===== config.mk =====
export PLATFORM = sky130hd
export DESIGN_NAME = store_merge_unit
export DESIGN_NICKNAME = d
export VERILOG_FILES = /design/src/rtl/store_merge_unit.sv
export SDC_FILE = /design/constraint.sdc
export NUM_CORES = 1
export LEC_CHECK = 0
export ABC_AREA = 0
export BUFFER_PORTS_ARGS = -buffer_cell sky130_fd_sc_hd__buf_2
export CAP_MARGIN = 20
export CORE_MARGIN = 4
export CORE_UTILIZATION = 53
export DETAILED_ROUTE_END_ITERATION = 12
export GPL_TIMING_DRIVEN = 0
export PLACE_DENSITY = 0.81
export SLEW_MARGIN = 20
export SYNTH_ARGS = -nofsm -noshare
export SYNTH_HDL_FRONTEND = slang
export SYNTH_SLANG_ARGS = --single-unit

===== constraint.sdc =====
create_clock -name clk -period 3.31 [get_ports clk]
set_input_delay 0.1655 -clock clk [delete_from_list [all_inputs] [get_ports clk]]
set_output_delay 0.1655 -clock clk [all_outputs]
set_load 0.005 [all_outputs]

===== src/rtl/store_merge_unit.sv =====
// store_merge_unit
// Store-side narrowing for the MEM stage. Word stores are written directly;
// byte and half stores read the containing word, merge the addressed lanes
// (little-endian) and write the merged word back. The pipeline is stalled
// while an access is outstanding, and an unanswered access is abandoned
// after TIMEOUT cycles with an error pulse.
module store_merge_unit #(
    parameter int unsigned TIMEOUT = 255
) (
    input  logic        clk,
    input  logic        rst_n,
    input  logic        req_valid,
    output logic        req_ready,
    input  logic [31:0] addr,
    input  logic [31:0] wdata,
    input  logic [1:0]  size,
    output logic        stall,
    output logic        done,
    output logic        err,
    output logic [31:0] mem_addr,
    output logic        mem_rd,
    output logic        mem_wr,
    output logic [31:0] mem_wdata,
    input  logic [31:0] mem_rdata,
    input  logic        mem_ack
);

    typedef enum logic [1:0] {
        ST_IDLE  = 2'd0,
        ST_READ  = 2'd1,
        ST_WRITE = 2'd2
    } state_t;

    localparam logic [1:0] SIZE_BYTE = 2'b00;
    localparam logic [1:0] SIZE_HALF = 2'b01;
    localparam logic [1:0] SIZE_WORD = 2'b10;
    // Last count value at which an ack can still arrive before the abort.
    localparam logic [7:0] TIMEOUT_LAST = 8'(TIMEOUT - 32'd1);

    // Reserved size, or an access that straddles its natural alignment.
    function automatic logic is_misaligned(input logic [1:0] sz, input logic [1:0] lo);
        logic bad;
        case (sz)
            SIZE_BYTE: bad = 1'b0;
            SIZE_HALF: bad = lo[0];
            SIZE_WORD: bad = (lo != 2'b00);
            default:   bad = 1'b1;
        endcase
        return bad;
    endfunction

    // Replace the addressed lanes of the old memory word with register data.
    function automatic logic [31:0] merge_lanes(input logic [31:0] old_word,
                                                input logic [31:0] reg_data,
                                                input logic [1:0]  sz,
                                                input logic [1:0]  lane);
        logic [31:0] res;
        res = old_word;
        case (sz)
            SIZE_BYTE: res[{lane, 3'b000} +: 8]      = reg_data[7:0];
            SIZE_HALF: res[{lane[1], 4'b0000} +: 16] = reg_data[15:0];
            default:   res = reg_data;
        endcase
        return res;
    endfunction

    state_t      state_r;
    state_t      state_next_s;
    logic [7:0]  wait_cnt_r;
    logic [1:0]  lane_r;
    logic [1:0]  size_r;
    logic [31:0] data_r;
    logic [31:0] mem_addr_r;
    logic [31:0] mem_wdata_r;
    logic        done_r;
    logic        err_r;

    logic        accept_s;
    logic        misaligned_s;
    logic        busy_s;
    logic        timeout_s;
    logic        mem_rd_s;
    logic        mem_wr_s;
    logic        req_ready_s;
    logic        stall_s;

    assign accept_s     = req_valid && (state_r == ST_IDLE);
    assign misaligned_s = is_misaligned(size, addr[1:0]);
    assign busy_s       = (state_r == ST_READ) || (state_r == ST_WRITE);
    assign timeout_s    = busy_s && !mem_ack && (wait_cnt_r == TIMEOUT_LAST);

    // State register; async reset returns to IDLE so strobes drop at once.
    always_ff @(posedge clk or negedge rst_n) begin
        if (!rst_n) begin
            state_r <= ST_IDLE;
        end else begin
            state_r <= state_next_s;
        end
    end

    // Next-state decode for the accept / read / write / abort flow.
    always_comb begin
        state_next_s = state_r;
        case (state_r)
            ST_IDLE: begin
                if (accept_s && !misaligned_s) begin
                    if (size == SIZE_WORD) begin
                        state_next_s = ST_WRITE;
                    end else begin
                        state_next_s = ST_READ;
                    end
                end else begin
                    state_next_s = ST_IDLE;
                end
            end
            ST_READ: begin
                if (mem_ack) begin
                    state_next_s = ST_WRITE;
                end else if (timeout_s) begin
                    state_next_s = ST_IDLE;
                end else begin
                    state_next_s = ST_READ;
                end
            end
            ST_WRITE: begin
                if (mem_ack || timeout_s) begin
                    state_next_s = ST_IDLE;
                end else begin
                    state_next_s = ST_WRITE;
                end
            end
            default: state_next_s = ST_IDLE;
        endcase
    end

    // Strobe and handshake decode straight from the state register.
    always_comb begin
        mem_rd_s    = 1'b0;
        mem_wr_s    = 1'b0;
        req_ready_s = 1'b0;
        stall_s     = 1'b1;
        case (state_r)
            ST_IDLE: begin
                req_ready_s = 1'b1;
                stall_s     = 1'b0;
            end
            ST_READ:  mem_rd_s = 1'b1;
            ST_WRITE: mem_wr_s = 1'b1;
            default: begin
                mem_rd_s = 1'b0;
                mem_wr_s = 1'b0;
            end
        endcase
    end

    // Request capture, lane merge, wait counter and completion pulses.
    always_ff @(posedge clk or negedge rst_n) begin
        if (!rst_n) begin
            wait_cnt_r  <= 8'd0;
            lane_r      <= 2'b00;
            size_r      <= 2'b00;
            data_r      <= 32'd0;
            mem_addr_r  <= 32'd0;
            mem_wdata_r <= 32'd0;
            done_r      <= 1'b0;
            err_r       <= 1'b0;
        end else begin
            done_r <= (state_r == ST_WRITE) && mem_ack;
            err_r  <= (accept_s && misaligned_s) || timeout_s;
            // Counter restarts whenever the state changes, so it measures
            // only the wait inside the current READ or WRITE.
            if (state_next_s != state_r) begin
                wait_cnt_r <= 8'd0;
            end else if (busy_s) begin
                wait_cnt_r <= wait_cnt_r + 8'd1;
            end else begin
                wait_cnt_r <= 8'd0;
            end
            if (accept_s && !misaligned_s) begin
                lane_r     <= addr[1:0];
                size_r     <= size;
                data_r     <= wdata;
                mem_addr_r <= {addr[31:2], 2'b00};
                if (size == SIZE_WORD) begin
                    mem_wdata_r <= wdata;
                end
            end else if ((state_r == ST_READ) && mem_ack) begin
                mem_wdata_r <= merge_lanes(mem_rdata, data_r, size_r, lane_r);
            end
        end
    end

    assign req_ready = req_ready_s;
    assign stall     = stall_s;
    assign mem_rd    = mem_rd_s;
    assign mem_wr    = mem_wr_s;
    assign mem_addr  = mem_addr_r;
    assign mem_wdata = mem_wdata_r;
    assign done      = done_r;
    assign err       = err_r;

endmodule


# Word-level counts from Yosys, hierarchy flattened
# Cells that the tools add are included.
# W data, S select, Z words.
[classes]
add_sub_neg = 3
eq_ne = 8
shifts = 4
n_mux = 19
n_reduce_logical = 18
[ops]
columns = ["cell", "count"]
rows = [
  ["$mux W32", 3],
  ["$bwmux W32", 2],
  ["$pmux W32 S2", 1],
  ["$shift A16 B7 Y32 const A", 1],
  ["$shift A8 B7 Y32 const A", 1],
  ["$shiftx A16 B7 Y32", 1],
  ["$shiftx A8 B7 Y32", 1],
  ["$mux W8", 2],
  ["$neg A5 Y7", 2],
  ["$add A8 B1 Y8 const B", 1],
  ["$eq A8 B8 Y1 const B", 1],
  ["$mux W2", 4],
  ["$logic_and A1 B1 Y1", 7],
  ["$eq A2 B1 Y1 const B", 3],
  ["$logic_not A2 Y1", 3],
  ["$pmux W2 S3", 1],
  ["$mux W1", 5],
  ["$eq A2 B2 Y1 const B", 2],
  ["$reduce_bool A2 Y1", 2],
  ["$logic_or A1 B1 Y1", 3],
  ["$pmux W1 S3", 1],
  ["$logic_not A1 Y1", 2],
  ["$ne A2 B1 Y1 const B", 1],
  ["$ne A2 B2 Y1", 1],
  ["$reduce_and A2 Y1", 1],
]
[word_totals]
ff_bits = 110
input_bits = 102
out_inout_bits = 70
word_cells = 61

# Depth between registers and ports, before layout
[depth]
depth_word = 9
ltp_mapped = 10
mapped_depth_nobuf = 6

# Least setup slack after synthesis
# OpenSTA, ideal clock, no wires.
[synth_timing]
path_kind = "register to register"
from = "reg lane_r[1]"
to = "reg mem_wdata_r[12], in the netlist mem_wdata[12]"
setup_ps = 92
arrival_time_ps = 2210
required_ps = 3218
setup_slack_ps = 1008
path_stages_with_launch = 11
n_path_buf = 4
synth_period_minus_slack_ps = 2302
cell_sequence = "dfrtp_1 > buf_2 > clkbuf_1 > inv_1 > ha_1 > buf_2 > and4b_1 > clkbuf_1 > a32oi_1 > and3_1 > o31ai_2"
[synth_between]
elab_chain_len = 6
word_cells_on_any_way = 11
[synth_rtl]
columns = ["item", "line", "source"]
rows = [
  ["from (decl)", "70", "logic [1:0] lane_r;"],
  ["from (signal assigned)", "180", "lane_r <= addr[1:0];"],
  ["$neg A5 Y7 (on tied branches)", "61, 60", ""],
  ["$shiftx A16 B7 Y32 (tied with other cells)", "61", "SIZE_HALF: res[{lane[1], 4'b0000} +: 16] = reg_data[15:0];"],
  ["$bwmux W32 (on tied branches)", "61, 60", ""],
  ["$pmux W32 S2 *", "59", "case (sz)"],
  ["$mux W32 *", "187", "end else if ((state_r == ST_READ) && mem_ack) begin"],
  ["$mux W32 *", "179", "if (accept_s && !misaligned_s) begin"],
  ["to (signal assigned)", "185", "mem_wdata_r <= wdata;"],
  ["to (signal assigned)", "188", "mem_wdata_r <= merge_lanes(mem_rdata, data_r, size_r, lane_r);"],
  ["to (decl)", "74", "logic [31:0] mem_wdata_r;"],
]
# Every way passes the cells marked *; elsewhere a longest branch is shown, timed or not. The select of a mux whose other input is x is not followed.
# A chain may end at the register's enable or synchronous reset.

# Worst setup path after layout
[layout_timing]
from = "reg lane_r[1]"
to = "reg mem_wdata_r[18], in the netlist mem_wdata[18]"
# Same word-level chain as after synthesis.

==> metrics.cfg <==
[setup_path]
end_kind = register
crit_arrival_ps = 3240
required_ps = 3580
cp.depth = 10
critical_path.most_common_cell = buf_2
crit_type = register to register
critical_path.endpoint = mem_wdata[18]
cpPeakStageDelay_ps = 390
reg2reg_to = mem_wdata[18]
worst-path-buf-inv = 5
crit_path_cell_trace = buf_2 > clkbuf_1 > inv_1 > ha_1 > buf_2 > nor4bb_1 > buf_1 > a22o_1 > a211oi_1 > o31ai_2
r2r_start = lane_r[1]
slowest_stage = nor4bb_1
startpoint_type = register
rrSetupSlack_ps = 340
reg2reg_depth = 10
worstPathMaxFanout = 10
crit_start = lane_r[1]
crit_family = buffers and inverters

[route]
routed_wl_um = 19900
drt-vias-per-instance = 5.93
drtPass1Iterations = 5
drtAntennaViolNets = 0
wire_per_inst_um = 19.2
drtIter0Drc = 518
drc_errors = 0
vias = 6142

[sta]
fin_crit_sh_pct = 89.8
clock.fmax_mhz = 336
hold-worst-slack_ps = 3.88
finClkSkew_ps = 10.1
finalSetupViolations = 0
worstMarginPinSlew_ps = 932
rsz0062_at_grt = no
fin_ws_ps = 338
report.final.slew_viol_count = 0
setup_tns_ps = 0
hold_viol = 0
max_slew_margin_pct = 37.4
finalCriticalPeriod_ps = 2970

[clocking]
cts_inserted_buffers = 9
cts-root-buf = clkbuf_16
clock_latency_ps = 370
h-tree-depth = 3
clk_path_buf_depth = 2
clk_pin_slew_ps = 80
cts_tree = built
cts.sinks = 110

[pwr]
leakage_nw = 3.79
power_mw = 5.97
vdd_ir_drop_max_v = 0.000581
p_per_area_nw_per_um2 = 774

[logic_synthesis]
ys.flop_type = dfrtp_1
yosys_warnings = 0
async_flop_share_pct = 100
syn_avg_cell_area_um2 = 8.91
synth_top_area_share_pct = 45.2
synth_cells = 683
synth_area_leaders = dfrtp_1, nand2_1, a22o_1
ys_ff_latch = 110
synth_area_leader_cell = dfrtp_1
ys_types = 50
ys_seq_area_share_pct = 45.2
netlist_area_um2 = 6080
synth_edf_count = 0

[placed_design]
hpwl_um = 14300
place.gp.congestion = 0.961
dp.cells = 994
placed_area_um2 = 7140
dp_worst_setup_slack_ps = 470
port-buffer-count = 169

[cells_and_area]
utilization_pct = 69.9
final_cell_area_um2 = 7710
finalNonFillerCells = 1035
regArea_um2 = 2750
syn_to_final_growth_pct = 26.8
drive_gt1_share_pct = 26.8
finalNetCount = 1003
fill_cells = 867
n_antenna_cell = 0
multi_input_area_um2 = 3050

[global_route]
grt-ovfl-total = 0
grt_pass1_wl_um = 31600
grt_pass1_vias = 6338
grtUsageTotal_pct = 30.4
grt_max_degree = 75
antenna_found_initial = 0

[floorplanning]
core_area_um2 = 11000
ios = 172
die_x_um = 115
dieArea_um2 = 13300
dieHeight_um = 115
initial_core_util_pct = 55.1
fp-row-count = 38

[outcome]
outcome = completed

[job]
cap_violations = 0

[worst_hold_path]
hold_path_class = primary input to register
hp-start = addr[19]

==> layout make-up <==
cell class                 instances  area share [%]
multi-input combinational        513            39.5
sequential                       110            35.7
timing repair buffer             195            14.6
buffer                            52            3.28
clock buffer                      10            3.10
tap                              140            2.27
clock inverter                     6            1.09
inverter                           9           0.438
==> cells in the final DEF, fill, tap and decap left out, drive strengths merged, types with 9 or more instances in the layout <==
master       netlist  layout
nand2            199     199
buf               28     198
dfrtp            110     110
o21ai             46      46
clkbuf            24      34
nor2              32      32
a22o              32      32
dlygate4sd3        0      25
a211oi            24      24
o31ai             24      24
nand4             20      20
mux2              16      16
nor3              12      12
inv                8      12
ha                11      11
a31oi             10      10
and2               9       9
o22a               9       9
==> routing by layer <==
| layer | track usage (%) | vias to the layer above | share of wire [%] |
|---|---|---|---|
| met5 | 0 | - | 0 |
| met4 | 12.1 | 0 | 2.9 |
| met3 | 9.63 | 49 | 9.4 |
| met2 | 49.6 | 314 | 48 |
| met1 | 37.7 | 2932 | 40 |
| li1 | - | 2847 | - |
==> power breakdown <==
group          switching [mW]  internal [mW]  total (mW)  leakage [nW]
clock network           0.556          0.629        1.18         0.159
registers               0.434           1.86        2.29          1.37
logic                    1.40           1.09        2.50          2.26
total                    2.39           3.58        5.97          3.79
==> synth_stat cells (10+ instances only) <==
library cell and number:
nor2_1 32, a211oi_1 24, o31ai_2 11, nor3_1 11
o31ai_1 13, ha_1 11, o21ai_0 43, nand2_1 199
mux2_2 16, a31oi_1 10, clkbuf_1 24, buf_2 16
dfrtp_1 110, a22o_1 32, nand4_1 19
==> worst register-to-register path: cells and delay by family, from the launching register on <==
family | cells | cell delay (ps)
buffers and inverters | 5 | 1340
AOI/OAI and AO/OA | 3 | 540
and+or+nand+nor | 1 | 390
DFF | 1 | 370
adders and majority gates | 1 | 230
==> kinds of logic after synthesis <==
kind of cell | share of synthesized area (%)
AND/OR/NAND/NOR | 22.4
AO/OA/AOI/OAI | 21.5
flip-flops | 45.2
buffers and inverters | 4.71
multiplexers | 2.96
adder cells (fa/ha/maj) | 2.26
XOR/XNOR | 0.864
other | 0.0616
==> how the worst min path moves through the flow <==
| stage | endpoint | depth (start not counted) |
|---|---|---|
| after CTS | data_r[28] | 3 |
| after global placement | mem_addr[7] | 3 |
| after global routing | mem_addr[19] | 3 |
| final | mem_addr[19] | 3 |
| after floorplan | data_r[0] | 0 |
| after detailed placement | mem_wdata[18] | 1 |
==> timing repair <==
action / 4_1_cts / 5_1_grt
resized for setup: 0 / 0
hold buffers: 24 / 1
endpoints found under the hold margin: 59 / 1
buffers inserted: 0 / 0
==> sequential cells by signal, summed over array words and instances (netlist names) <==
register	count
err	1
size_r	2
state_r	2
lane_r	2
mem_wdata	32
mem_addr	30
data_r	32
done	1
wait_cnt_r	8
Power figures use the tool's default switching activity.
